===== src/rtl/piso_serializer_if.sv =====
// Handshake and serial-link bundle for piso_serializer.
//   par_in     : parallel word offered by upstream
//   par_valid  : upstream has a word on par_in
//   par_ready  : serializer can accept a word this cycle
//   ser_out    : serial data bit (feeds sipo data_in)
//   ser_en     : ser_out carries a valid bit (feeds sipo load/shift-enable)
//   frame_done : one-cycle pulse with the last bit of a frame
// Modports: master = upstream/downstream environment, slave = serializer.
interface piso_serializer_if #(
  parameter int unsigned WIDTH = 4
);
  logic [WIDTH-1:0] par_in;
  logic             par_valid;
  logic             par_ready;
  logic             ser_out;
  logic             ser_en;
  logic             frame_done;

  modport master (
    output par_in,
    output par_valid,
    input  par_ready,
    input  ser_out,
    input  ser_en,
    input  frame_done
  );

  modport slave (
    input  par_in,
    input  par_valid,
    output par_ready,
    output ser_out,
    output ser_en,
    output frame_done
  );
endinterface


===== src/rtl/piso_serializer.sv =====
// Parallel-in serial-out serializer.
// Accepts a WIDTH-bit word over a valid/ready handshake and shifts it out one
// bit per clock on ser_out with ser_en high, pulsing frame_done on the last
// bit. After each frame GAP idle cycles (ser_en=0, par_ready=0) are inserted
// before the next word can be accepted.
// Ports:
//   clk  : system clock, rising edge
//   rst  : asynchronous active-high reset
//   bus  : piso_serializer_if slave modport (par_in, par_valid, par_ready,
//          ser_out, ser_en, frame_done); all outputs are registered
module piso_serializer #(
  parameter int unsigned WIDTH     = 4,
  parameter bit          MSB_FIRST = 1'b1,
  parameter int unsigned GAP       = 0
) (
  input  logic            clk,
  input  logic            rst,
  piso_serializer_if.slave bus
);

  localparam int unsigned CW = $clog2(WIDTH + 1);
  // A zero-width gap counter is not legal; GAP=0 never enters ST_GAP anyway.
  localparam int unsigned GW = (GAP > 0) ? $clog2(GAP + 1) : 1;

  typedef enum logic [1:0] {
    ST_IDLE,
    ST_SHIFT,
    ST_GAP
  } state_t;

  state_t           state;
  logic [WIDTH-1:0] shreg;
  logic [CW-1:0]    bit_cnt;
  logic [GW-1:0]    gap_cnt;
  logic             ready_q;
  logic             ser_out_q;
  logic             ser_en_q;
  logic             done_q;

  // Bit that leaves the shift register next, and the register after it leaves.
  function automatic logic head_bit(input logic [WIDTH-1:0] v);
    return MSB_FIRST ? v[WIDTH-1] : v[0];
  endfunction

  function automatic logic [WIDTH-1:0] advance(input logic [WIDTH-1:0] v);
    return MSB_FIRST ? (v << 1) : (v >> 1);
  endfunction

  // bit_cnt holds (SHIFT cycle number - 1): the first bit is presented on
  // ser_out straight from the accept edge, so each SHIFT edge emits the
  // following bit and frame_done is raised together with bit WIDTH-1.
  always_ff @(posedge clk or posedge rst) begin
    if (rst) begin
      state     <= ST_IDLE;
      shreg     <= '0;
      bit_cnt   <= '0;
      gap_cnt   <= '0;
      ready_q   <= 1'b1;
      ser_out_q <= 1'b0;
      ser_en_q  <= 1'b0;
      done_q    <= 1'b0;
    end else begin
      case (state)
        ST_IDLE: begin
          ser_en_q  <= 1'b0;
          ser_out_q <= 1'b0;
          done_q    <= 1'b0;
          ready_q   <= 1'b1;
          if (bus.par_valid && ready_q) begin
            state     <= ST_SHIFT;
            shreg     <= advance(bus.par_in);
            bit_cnt   <= '0;
            ready_q   <= 1'b0;
            ser_en_q  <= 1'b1;
            ser_out_q <= head_bit(bus.par_in);
            done_q    <= 1'b0;
          end
        end

        ST_SHIFT: begin
          if (bit_cnt == CW'(WIDTH - 1)) begin
            ser_en_q  <= 1'b0;
            ser_out_q <= 1'b0;
            done_q    <= 1'b0;
            if (GAP > 0) begin
              state   <= ST_GAP;
              gap_cnt <= '0;
            end else begin
              state   <= ST_IDLE;
              ready_q <= 1'b1;
            end
          end else begin
            bit_cnt   <= bit_cnt + 1'b1;
            shreg     <= advance(shreg);
            ser_out_q <= head_bit(shreg);
            done_q    <= (bit_cnt == CW'(WIDTH - 2));
          end
        end

        ST_GAP: begin
          ser_en_q  <= 1'b0;
          ser_out_q <= 1'b0;
          done_q    <= 1'b0;
          if (gap_cnt == GW'(GAP - 1)) begin
            state   <= ST_IDLE;
            ready_q <= 1'b1;
          end else begin
            gap_cnt <= gap_cnt + 1'b1;
          end
        end

        default: begin
          state     <= ST_IDLE;
          ready_q   <= 1'b1;
          ser_en_q  <= 1'b0;
          ser_out_q <= 1'b0;
          done_q    <= 1'b0;
        end
      endcase
    end
  end

  assign bus.par_ready  = ready_q;
  assign bus.ser_out    = ser_out_q;
  assign bus.ser_en     = ser_en_q;
  assign bus.frame_done = done_q;

endmodule


===== src/flat_wrapper.sv =====
// flat-port wrapper written by rule: the top's interface ports become plain ports
module piso_serializer_flat 
#(
  parameter int unsigned WIDTH     = 4,
  parameter bit          MSB_FIRST = 1'b1,
  parameter int unsigned GAP       = 0
)
  (clk, rst, bus_par_in, bus_par_valid, bus_par_ready, bus_ser_out, bus_ser_en, bus_frame_done);
  piso_serializer_if #(.WIDTH(WIDTH)) bus_i ();
  input  logic clk;
  input  logic rst;
  input wire logic [$bits(bus_i.par_in)-1:0] bus_par_in;
  input wire logic [$bits(bus_i.par_valid)-1:0] bus_par_valid;
  output wire logic [$bits(bus_i.par_ready)-1:0] bus_par_ready;
  output wire logic [$bits(bus_i.ser_out)-1:0] bus_ser_out;
  output wire logic [$bits(bus_i.ser_en)-1:0] bus_ser_en;
  output wire logic [$bits(bus_i.frame_done)-1:0] bus_frame_done;
  assign bus_i.par_in = bus_par_in;
  assign bus_i.par_valid = bus_par_valid;
  assign bus_par_ready = bus_i.par_ready;
  assign bus_ser_out = bus_i.ser_out;
  assign bus_ser_en = bus_i.ser_en;
  assign bus_frame_done = bus_i.frame_done;
  piso_serializer #(.WIDTH(WIDTH), .MSB_FIRST(MSB_FIRST), .GAP(GAP)) u_core (.clk(clk), .rst(rst), .bus(bus_i));
endmodule

===== config.mk =====
export PLATFORM = sky130hd
export DESIGN_NAME = piso_serializer_flat
export DESIGN_NICKNAME = d
export VERILOG_FILES = /design/src/rtl/piso_serializer_if.sv /design/src/rtl/piso_serializer.sv /design/src/flat_wrapper.sv
export SDC_FILE = /design/constraint.sdc
export NUM_CORES = 1
export LEC_CHECK = 0
export CAP_MARGIN = 20
export CORE_AREA = 2 2 39 41
export DETAILED_ROUTE_END_ITERATION = 12
export DIE_AREA = 0 0 41 43
export DONT_BUFFER_PORTS = 1
export PLACE_DENSITY_LB_ADDON = 0.3
export SLEW_MARGIN = 20
export SYNTH_ARGS = -nofsm -noshare
export SYNTH_HDL_FRONTEND = slang
export SYNTH_SLANG_ARGS = --single-unit

===== constraint.sdc =====
create_clock -name clk -period 2.45 [get_ports clk]
set_input_delay 0.245 -clock clk [delete_from_list [all_inputs] [get_ports clk]]
set_output_delay 0.245 -clock clk [all_outputs]
set_load 0.01 [all_outputs]

==> results of run 1 <==
final cells by class:
type / count / area [um2]
flip-flops and latches: 11 / 277
clock buffers: 4 / 26.3
inverters: 4 / 15.0
well taps: 16 / 20.0
multi-input cells: 35 / 246
repair buffers: 1 / 10.0
fillers: 132 / 790
path summary, 6_finish.rpt:
kind	from	to	slack [ns]	depth (start not counted)
worst max-delay path	u_core.bit_cnt[0]$_DFFE_PP0P_	u_core.shreg[3]$_DFFE_PP0P_	0.86	5
worst min-delay path	bus_par_in[3]	u_core.bus.ser_out$_DFF_PP0_	0.16	2
worst max register to register	u_core.bit_cnt[0]$_DFFE_PP0P_	u_core.shreg[3]$_DFFE_PP0P_	0.86	5
worst min register to register	u_core.bit_cnt[2]$_DFFE_PP0P_	u_core.bus.frame_done$_DFF_PP0_	0.46	1
max in group asynchronous	rst	u_core.bus.par_ready$_DFFE_PP1P_	1.73	2
min in group asynchronous	rst	u_core.bus.ser_en$_DFFE_PP0P_	0.40	2
through the flow:
step | cell area [um2] | setup WS [ns] | total power [mW]
after global placement | 558 | 0.927 | 0.630
final | 594 | 0.864 | 0.760
after floorplan | 543 | 1.02 | 0.579
after global routing | 594 | 0.743 | 0.838
after CTS | 594 | 0.870 | 0.766
after detailed placement | 558 | 0.887 | 0.635
per-layer routing:
metal	wire length, um	global-route usage	vias to the layer above	share of wire
li1	-	-	184	-
met1	487	0.201	154	0.52
met2	400	0.178	10	0.43
met3	47	0.0628	0	0.050
met4	0	0.0600	0	0
met5	0	0	-	0
logic make-up (layout without fill, tap and decap cells):
logic type,count (synthesis),after routing
adders and majority gates,4,4
and+or+nand+nor,18,18
DFF,11,11
muxes,3,3
AOI/OAI and AO/OA,10,10
buffers and inverters,5,9
critical path, stage by stage (launching register included):
cell and delay [ns]:
dfrtp_1 0.41, ha_1 0.24, ha_1 0.29, nand2b_1 0.24, nor3b_2 0.20, a211oi_2 0.14
power groups by stage:
stage,sequential [mW],combinational [mW],clock [mW]
after floorplan,0.336,0.243,0
after global placement,0.372,0.258,0
after detailed placement,0.373,0.262,0
after CTS,0.369,0.267,0.130
after global routing,0.391,0.308,0.139
final,0.369,0.265,0.126
registers in the layout, indices dropped and copies added (netlist names):
signal,count
u_core.bus.frame_done,1
u_core.bus.ser_en,1
u_core.state,1
u_core.bit_cnt,3
u_core.bus.par_ready,1
u_core.shreg,3
u_core.bus.ser_out,1
layout by cell type (no fill, tap or decap), drive strengths merged, types with 3 or more instances in the layout:
cell / n
dfrtp: 10
mux2i: 3
nand2: 3
nor2: 4
inv: 4
clkbuf: 4
ha: 4
o21ai: 4
==> run metrics, run 1 <==
status complete, no violations; Worst Max-Slew Pin Slew 0.432 ns; fin crit period 1.59 ns; worst hold margin between 0.15 and 0.2 ns; setup TNS 0 ns; Final Setup Violations 0; H-tree Lvls 1; Die W 41 um; RSZ-0062 raised after global routing false; die height roughly 43 um; Antenna Nets Post-Route 0; Final Hold Vio Count 0; via count of the first global-routing pass around 360; Core Area 1380 um2; Critical Path AT 1.78 ns; antenna violations before repair 0; Max Cap Viol 0; register area share after synthesis 0.509; DRT Pass-1 Iters 4; CTS tree yes; DRT iter0 DRCs 2; Global Route Usage Sum 0.141; largest net degree at the start of global routing 15; top-count cell post-synth dfrtp_1; part of the power in combinational logic 0.349; Syn Nets 62; flops & latches, synth 11; Worst Skew 0.00154 ns; Clock Sinks 11; P_sw 299 uW; clk_lat worst skew 0.27 ns; Pleak 0.278 nW; clock buffer depth 2; fin util 0.429; main combinational cell family by area after synthesis simple AND/OR/NAND/NOR gates; worst-case vdd ir drop 0.456 mV; startpoint types flop; fin crit share 0.647; Post-synth top cells 10 x dfrtp_1, 4 x ha_1, 4 x inv_1, 4 x nor2_1; Critical Path RT 2.64 ns; post-DP HPWL 671 um; clock power share 0.166; Worst Hold Class in -> reg; clock root cell clkbuf_4; Total Nets Final 67; post-placement cell count 66; Post-CTS Resized 0; Post-Synth Simple-Gate Area 0.191; Cell Rows 14; element type at the critical path end flop; post-synthesis xor/xnor area fraction 0; die area 1760 um2; global route overflow 0; layout cell share with drive strength beyond 1 0.109; Pint 461 uW; YS warnings 0; Clk pin slew, worst setup/hold paths approximately 0.070 ns; f_max 631 MHz; top post-synthesis cells by area dfrtp_1 46%, ha_1 9.2%, mux2i_1 5.5%, dfstp_2 4.8%, inv_1 2.8%; sequential share of power 0.485; max_slew headroom 0.712; Yosys cell types 22; DRC Markers 0; EDFF count, synth 0; Setup Crit Path Kind reg -> reg; Netlist Area Pre-Place roughly 540 um2; PwrDens roughly 1300 nW/um2; num ports 11; post-synthesis mux area share 0.0553; critical path fanouts, max 6; post-synth top area share 0.461; post-synth top area cell dfrtp_1; Port Buffers 0; CTS Buf Count 3; per-cell routed wire length about 13 um; Post-Route WL 936 um; vias per cell approximately 4.9; via count ~350; max-slew violation count 0; compound-gate portion of the synthesized area 0.115; Final Instance Count excl. Fillers 71; setup bufs post-CTS 0; GPL Wtd Cong ~0.74; Antenna Cells 0; Async S/R FF share, synth 1.00; Top FF cell, synth dfrtp_1; first-pass GRT wire length 1640 um; Adder-Cell Fraction of Synth Area 0.0922; Avg Cell Area, Syn 10.6 um2; Post-CTS Hold Fix Bufs 1; Layout area overhead 9.45%; Sw Ratio 0.393; Initial Util 0.392; Gate Count Post-Synth 51
(Power assumes the default switching activity.)
==> run 2, diff against run 1 <==
Clock period 2.45 ns to 1.3 ns, I/O delays scaled along.
==> run 2 against run 1 <==
  * First-iteration DRC count did not move
  * Sequential cell count is the same
  * Largest cell class is now multi-input gates
  * Highest routed layer is now met4
  * Clock-buffer cell count unchanged
==> run metrics, run 2 (synthesis gave the netlist of run 1 again) <==
Initial Util 0.392 (unchanged); via count 421 (was 348); Final Setup Violations 0 (unchanged); DP Area 626 um2 (was 558 um2); Core Area 1380 um2 (unchanged); Antenna Nets Post-Route 0 (unchanged); critical path fanouts, max 5 (was 6); WL met1 459 um (was 487 um); clk_lat worst skew 0.26 ns (was 0.27 ns); num ports 11 (unchanged); per-cell routed wire length 14.0 um (was 13.2 um); die height 43 um (unchanged); max_slew headroom 0.708 (was 0.712); Final Hold Vio Count 0 (unchanged); startpoint types flop (unchanged); worst-case vdd ir drop 0.962 mV (was 0.456 mV); crit-path cells ha_4, ha_4, nand2b_4, nor3b_4, a211oi_2 (was ha_1, ha_1, nand2b_1, nor3b_2, a211oi_2); post-DP HPWL 816 um (was 671 um); antenna violations before repair 0 (unchanged); Final Instance Count excl. Fillers 77 (was 71); Top Registers u_core.bit_cnt x3, u_core.shreg x3 (unchanged); Cell Rows 14 (unchanged); Antenna Cells 0 (unchanged); Max Cap Viol 0 (unchanged); RSZ-0062 raised after global routing true (was false); largest net degree at the start of global routing 14 (was 15); clock buffer depth 2 (unchanged); DRC Markers 0 (unchanged); max incr delay on CP 0.42 ns (was 0.41 ns); first-pass GRT wire length 1800 um (was 1640 um); vias per cell 5.47 (was 4.90); PwrDens 2470 nW/um2 (was 1280 nW/um2); Worst Max-Slew Pin Slew 0.437 ns (was 0.432 ns); f_max 793 MHz (was 631 MHz); Global Route Usage Sum 0.158 (was 0.141); status complete, no violations (unchanged); Port Buffers 0 (unchanged); Setup Crit Path Kind reg -> reg (unchanged); DRT iter0 DRCs 2 (unchanged); CTS Buf Count 3 (unchanged); Total Nets Final 73 (was 67); Worst Hold Class in -> reg (unchanged); Worst Skew 0.00451 ns (was 0.00154 ns); fin crit period 1.26 ns (was 1.59 ns); max-slew violation count 0 (unchanged); GPL Wtd Cong 0.756 (was 0.738); layout cell share with drive strength beyond 1 0.295 (was 0.109); Clock Sinks 11 (unchanged); Pleak 0.314 nW (was 0.278 nW); Layout area overhead 27.6% (was 9.45%); cell family contributing the most delay on the critical path flip-flops (was adder cells); CTS tree yes (unchanged); fin util 0.501 (was 0.429); setup TNS 0 ns (unchanged); Overall Power 1.71 mW (was 760 uW); fin crit share 0.970 (was 0.647); global route overflow 0 (unchanged); design area 693 um2 (was 594 um2); commonest cells after routing, fill and taps aside 10 x dfrtp_1, 6 x buf_4, 4 x inv_1 (was 10 x dfrtp_1, 4 x nor2_1, 4 x inv_1, 4 x ha_1); die area 1760 um2 (unchanged); metal2 WL 530 um (was 400 um); Post-Route WL 1080 um (was 936 um); H-tree Lvls 1 (unchanged); max layer used met4 (was met3); Critical Path RT 1.49 ns (was 2.64 ns); element type at the critical path end flop (unchanged); Max stage delay cell, worst path dfrtp_1 (unchanged); Clk pin slew, worst setup/hold paths 0.07 ns (about the same); CP dominant cell by count ha_4 (was ha_1); Die W 41 um (unchanged); DRT Pass-1 Iters 2 (was 4); Critical Path AT 1.45 ns (was 1.78 ns); most common cell after layout, fill and taps aside dfrtp_1 (unchanged); met3 wire length 54 um (was 47 um); crit path buf inv count 0 (unchanged); post-placement cell count 72 (was 66); via count of the first global-routing pass 426 (was 355); clock root cell clkbuf_4 (unchanged)
run 2: cell types whose count changed in the layout (fill, tap and decap cells not counted), sizes merged:
cell / before / now
buf: 0 / 6
run 2: area by class of cell:
cell class / instances / area [um2]
tap: 16 / 20.0
sequential: 11 / 277
inverter: 4 / 15.0
multi-input combinational: 35 / 300
timing repair buffer: 7 / 55.1
fill: 139 / 691
clock buffer: 4 / 26.3
run 2: path summary, 6_finish.rpt:
path                                               startpoint                          endpoint  slack [ns]  cells past startpoint
worst max register to register  u_core.bit_cnt[0]$_DFFE_PP0P_       u_core.shreg[3]$_DFFE_PP0P_        0.04                      5
worst max-delay path            u_core.bit_cnt[0]$_DFFE_PP0P_       u_core.shreg[3]$_DFFE_PP0P_        0.04                      5
min in group asynchronous                                 rst      u_core.bus.ser_out$_DFF_PP0_        0.30                      2
worst min register to register  u_core.bit_cnt[2]$_DFFE_PP0P_   u_core.bus.frame_done$_DFF_PP0_        0.47                      1
worst min-delay path                            bus_par_valid      u_core.bus.ser_out$_DFF_PP0_        0.04                      2
max in group asynchronous                                 rst  u_core.bus.par_ready$_DFFE_PP1P_        0.67                      2
run 2: timing repair:
item	4_1_cts	5_1_grt
setup buffers	0	0
endpoints found under the hold margin	10	0
hold buffers	1	0
setup endpoints to repair	1	6
gates resized for setup	1	4
pin swaps	0	2
run 2: where the power goes:
group / total, mW / switching [mW] / leakage [nW] / internal (mW)
clock: 0.235 / 0.116 / 0.0150 / 0.119
combinational: 0.833 / 0.409 / 0.163 / 0.424
sequential: 0.643 / 0.135 / 0.136 / 0.508
total: 1.71 / 0.660 / 0.314 / 1.05
run 2: routing by layer:
layer / vias to the layer above / GRT usage
li1: 200 / -
met1: 202 / 0.195
met2: 13 / 0.228
met3: 6 / 0.0576
met4: 0 / 0.0867
met5: - / 0
run 2: stage by stage:
stage	worst slack [ns]	hold WS, ns
5_1_grt	-0.0434	0.0425
3_5_place_dp	0.00603	0.0453
6_report	0.0388	0.0373
4_1_cts	0.0152	0.0414
3_3_place_gp	0.0154	0.0472
2_1_floorplan	0.0331	-0.0183
run 2: worst reg2reg max path, delay by kind of cell (launching register included):
family          cells  cell delay, ns
compound gates      1            0.13
fa+ha+maj           2            0.33
flops               1            0.42
simple gates        2            0.30
